[src/rtl/pipe_stage_reg.sv]
// Pipeline stage register with valid/ready handshake, synchronous flush and an
// optional two-entry skid buffer that keeps in_ready free of any path from out_ready.
module pipe_stage_reg #(
  parameter int unsigned           DATA_W    = 32,
  parameter logic [DATA_W-1:0]     RESET_VAL = '0,
  parameter int unsigned           SKID      = 1
) (
  input  logic              clk,
  input  logic              rst_n,
  input  logic              flush,
  input  logic              in_valid,
  output logic              in_ready,
  input  logic [DATA_W-1:0] in_data,
  output logic              out_valid,
  input  logic              out_ready,
  output logic [DATA_W-1:0] out_data,
  output logic [1:0]        count
);

  logic              main_v_q, main_v_d;
  logic              skid_v_q, skid_v_d;
  logic [DATA_W-1:0] main_data_q, main_data_d;
  logic [DATA_W-1:0] skid_data_q, skid_data_d;
  logic [1:0]        count_q, count_d;
  logic              accept, drain;

  if (SKID != 0) begin : g_skid
    assign in_ready = ~skid_v_q;
  end else begin : g_noskid
    assign in_ready = ~main_v_q | out_ready;
  end

  assign accept    = in_valid & in_ready;
  assign drain     = main_v_q & out_ready;
  assign out_valid = main_v_q;
  assign out_data  = main_data_q;
  assign count     = count_q;

  always_comb begin
    main_v_d    = main_v_q;
    skid_v_d    = skid_v_q;
    main_data_d = main_data_q;
    skid_data_d = skid_data_q;
    // Flush only drops valid bits; payloads are left untouched.
    if (flush) begin
      main_v_d = 1'b0;
      skid_v_d = 1'b0;
    end else if (!main_v_q) begin
      if (accept) begin
        main_v_d    = 1'b1;
        main_data_d = in_data;
      end
    end else if (!skid_v_q) begin
      if (accept && drain) begin
        main_data_d = in_data;
      end else if (accept && (SKID != 0)) begin
        skid_v_d    = 1'b1;
        skid_data_d = in_data;
      end else if (drain) begin
        main_v_d = 1'b0;
      end
    end else if (drain) begin
      main_data_d = skid_data_q;
      skid_v_d    = 1'b0;
    end
    count_d = {1'b0, main_v_d} + {1'b0, skid_v_d};
  end

  always_ff @(posedge clk) begin
    if (!rst_n) begin
      main_v_q    <= 1'b0;
      skid_v_q    <= 1'b0;
      main_data_q <= RESET_VAL;
      skid_data_q <= RESET_VAL;
      count_q     <= 2'd0;
    end else begin
      main_v_q    <= main_v_d;
      skid_v_q    <= skid_v_d;
      main_data_q <= main_data_d;
      skid_data_q <= skid_data_d;
      count_q     <= count_d;
    end
  end

endmodule

[config.mk]
export PLATFORM = sky130hd
export DESIGN_NAME = pipe_stage_reg
export DESIGN_NICKNAME = d
export VERILOG_FILES = /design/src/rtl/pipe_stage_reg.sv
export SDC_FILE = /design/constraint.sdc
export NUM_CORES = 1
export LEC_CHECK = 0
export CAP_MARGIN = 20
export CORE_ASPECT_RATIO = 0.6
export CORE_MARGIN = 4
export CORE_UTILIZATION = 50
export CTS_CLUSTER_DIAMETER = 80
export DETAILED_ROUTE_END_ITERATION = 10
export PLACE_DENSITY = 0.85
export SYNTH_ARGS = -nofsm -noshare
export SYNTH_HDL_FRONTEND = slang
export SYNTH_SLANG_ARGS = --single-unit
[constraint.sdc]
create_clock -name clk -period 1.8 [get_ports clk]
set_input_delay 0.27 -clock clk [delete_from_list [all_inputs] [get_ports clk]]
set_output_delay 0.27 -clock clk [all_outputs]
set_load 0.02 [all_outputs]
==> results.toml <==
[final_layout]
n_antenna_cell = 0
area_growth_syn_to_layout_pct = 33.08
finalNetCount = 490
fraction_of_final_layout_cells_with_drive_strength_greater_than_1 = 0.1160
stdcell_area_sq_mm = 0.004399

[yosys]
yosys.cell_types.count = 27
post_synth.cell_area_avg_sq_um = 8.476
synth_cells = 390
synth.ff_latch_count = 68
synth.yosys.warnings = 0
synth-seq-area-share = 0.4118
synth.cell_area_sq_mm = 0.003306
synth_top_flop_cell = "dfxtp_1"
number_of_synthesized_flops_with_an_enable_pin = 0
async_s_r_ff_share_synth = 0
syn_nets = 428

[placed_design]
globalplace.congestion = 0.8014
post_dp_cell_area_sq_mm = 0.004130
number_of_input_and_output_port_buffers_inserted = 72
dp_hpwl_um = 6056
dp_slack_ps = -129.8

[clock_network]
clock_net_sink_count = 68
numCtsBuffers = 9
clk-insertion-delay-late_ps = 350
clock_tree_root_driver_cell = "clkbuf_8"
cts_max_level = 3
cts.clk_slew.worst_paths_ps = 70
tritoncts = "yes"
cts_max_path_buffers = 2

[critical_path]
cp.arrival_ps = 1920
critical_path.max_fanout = 16
path_class = "reg -> reg"
critPathMostFrequentCell = "buf_4"
crit_required_ps = 2010
worstSetupEndpointType = "flop"
reg2reg_from = "out_valid"
cp-start-kind = "flop"
r2r_slack_ps = 80
worstReg2RegEnd = "out_data[5]"
critical_path.max_stage_delay_ps = 530
cpMaxStageDelayCell = "a2111oi_0"
reg2reg_depth = 5
timing.critical_path.cells = "buf_4 -> nand2_1 -> buf_4 -> a2111oi_0 -> a211oi_1"

[timing]
max_slew_margin = 0.6192
timing.clock.skew_ps = 11.83
fin_ws_ps = 83.55
fmax_mhz = 582.6
report.final.slew_viol_count = 0
layout_min_cycle_time_ps = 1716
final-setup-viol-count = 0
setup-tns-final_ps = 0
max_slew.worst_pin.slew_ps = 556.8
period_share = 0.9536
finalHoldViolations = 0

[min_path]
min_delay_worst_endpoint = "out_data[30]"
hp-class = "reg -> reg"
hp-start = "out_data[30]"
worst_hold_path.num_cells = 2

[floorplanning]
die_width_um = 113.0
core_region_area_sq_mm = 0.006248
floorplan.initialDensity = 0.5290
floorplan.die_area_sq_mm = 0.008019
fp-row-count = 22
top_level_ports = 73
dieHeight_um = 70.98

[grt]
groute.usage.overall = 0.2305
grt_start_max_net_pins = 33
number_of_global_route_vias_before_repair = 3109
first_pass_grt_wire_length_um = 15250
global_route.overflow_total = 0
number_of_antenna_violations_at_the_first_check_in_global_routing = 0

[pwr]
share_seq_of_total_power = 0.431
cellPowerDensity_mw_per_mm2 = 842.0
pwr-share-comb = 0.152
internal-power_w = 0.002783
worst_ir_drop_vdd_mv = 0.4643
total_leakage_power_nw = 1.596
finalPower_w = 0.003704
pwr-share-clk = 0.418
power.share.switching = 0.2486
net-switching-power_w = 0.0009208

[drt]
routed-via-count = 3294
drt_pass1_iterations = 5
detailedRoute.firstIterationViolations = 164
avgViaCountPerCell = 6.089
routed_length_per_placed_instance_um = 17.06
wirelength_um = 9228
detail-route-antenna-nets = 0
drcViolationCount = 0

[status]
outcome = "finished clean"

[flow_run]
drv.max_cap_violation_count = 0
## kinds of logic after synthesis
group | count (synthesis) | share of synthesized area
AO/OA/AOI/OAI | 166 | 0.3475
adder cells (fa/ha/maj) | 1 | 0.003784
buffers and inverters | 82 | 0.1094
flip-flops | 68 | 0.4118
AND/OR/NAND/NOR | 73 | 0.1276
## cells in the mapped netlist, drive strengths merged (3+ instances only)
cell | number | area [sq um]
clkbuf | 30 | 115.1
a21boi | 32 | 240.2
and2 | 3 | 18.77
and3 | 32 | 200.2
inv | 35 | 131.4
a211oi | 33 | 257.7
a2111oi | 32 | 292.8
nand3 | 32 | 160.2
o21ai | 33 | 165.2
a21oi | 34 | 170.2
buf | 17 | 115.1
dfxtp | 68 | 1361
## critical path: cells and delay by family (launching register included)
kind	cells	cell delay, ps
AOI/OAI and AO/OA	2	640
and+or+nand+nor	1	140
buffers and inverters	2	420
DFF	1	370
## sequential cells by signal, indices dropped and copies added, names as in the netlist
signal       cells
out_data        32
skid_v_q         1
skid_data_q     32
count            2
out_valid        1
## layout by cell type, fill, tap and decap left out, types with 2 or more instances in the layout
master / count
o21ai_0: 23
and3_1: 32
buf_4: 25
a21boi_0: 31
a21oi_1: 34
a2111oi_2: 3
nand2_1: 2
a2111oi_1: 5
inv_1: 34
clkbuf_8: 10
bufinv_16: 3
a211oi_1: 31
clkdlybuf4s50_1: 70
dlygate4sd2_1: 2
a211oi_2: 2
nand3_1: 32
o21ai_1: 10
a2111oi_0: 24
dfxtp_1: 66
and2_1: 3
## power by group through the flow
stage          combinational [W]  sequential, W  clock [W]
3_5_place_dp            0.000553        0.00163          0
4_1_cts                 0.000555        0.00160    0.00156
5_1_grt                 0.000600        0.00160    0.00163
3_3_place_gp            0.000540        0.00163          0
2_1_floorplan           0.000212        0.00170          0
6_report                0.000562        0.00160    0.00155
## area by class of cell
| type | instances | area (sq um) |
|---|---|---|
| inverters | 35 | 131.4 |
| fillers | 492 | 1849 |
| clock buffers | 10 | 137.6 |
| repair buffers | 98 | 925.9 |
| multi-input cells | 240 | 1622 |
| clock inverters | 6 | 111.4 |
| well taps | 84 | 105.1 |
| flip-flops and latches | 68 | 1366 |
## per-stage QoR
| stage | hold slack, ps | utilization | instances |
|---|---|---|---|
| floorplan | 348.5 | - | 390 |
| CTS | 459.7 | 0.7008 | 541 |
| global route | 467.9 | 0.7040 | 541 |
| finish | 459.0 | 0.7040 | 541 |
| global placement | 445.3 | 0.6610 | 525 |
| detailed placement | 448.4 | 0.6610 | 525 |
## worst max-delay path by stage
| stage | startpoint | endpoint | slack [ps] | cells after the start |
|---|---|---|---|---|
| global route | out_valid | out_data[5] | -2 | 5 |
| CTS | out_valid | out_data[10] | 90 | 5 |
| global placement | out_ready | out_data[5] | -100 | 5 |
| floorplan | out_valid | count[0] | 130 | 6 |
| detailed placement | out_ready | out_data[10] | -130 | 5 |
| finish | out_valid | out_data[5] | 80 | 5 |
## per-layer routing
| metal | part of all wire | track usage | up-vias | wire length [um] |
|---|---|---|---|---|
| met5 | 0 | 0 | - | 0 |
| met4 | 0.019 | 0.08267 | 0 | 178 |
| met3 | 0.095 | 0.07179 | 20 | 880 |
| met2 | 0.45 | 0.3517 | 172 | 4112 |
| met1 | 0.44 | 0.3085 | 1542 | 4056 |
| li1 | - | - | 1560 | - |
## timing repair
action / 4_1_cts / 5_1_grt
setup buffers: 0 / 0
gates resized for setup: 3 / 8
setup endpoints to repair: 2 / 6
hold buffers: 0 / 0
pin swaps: 0 / 0
Note: power is estimated with default switching activity, not from simulation.
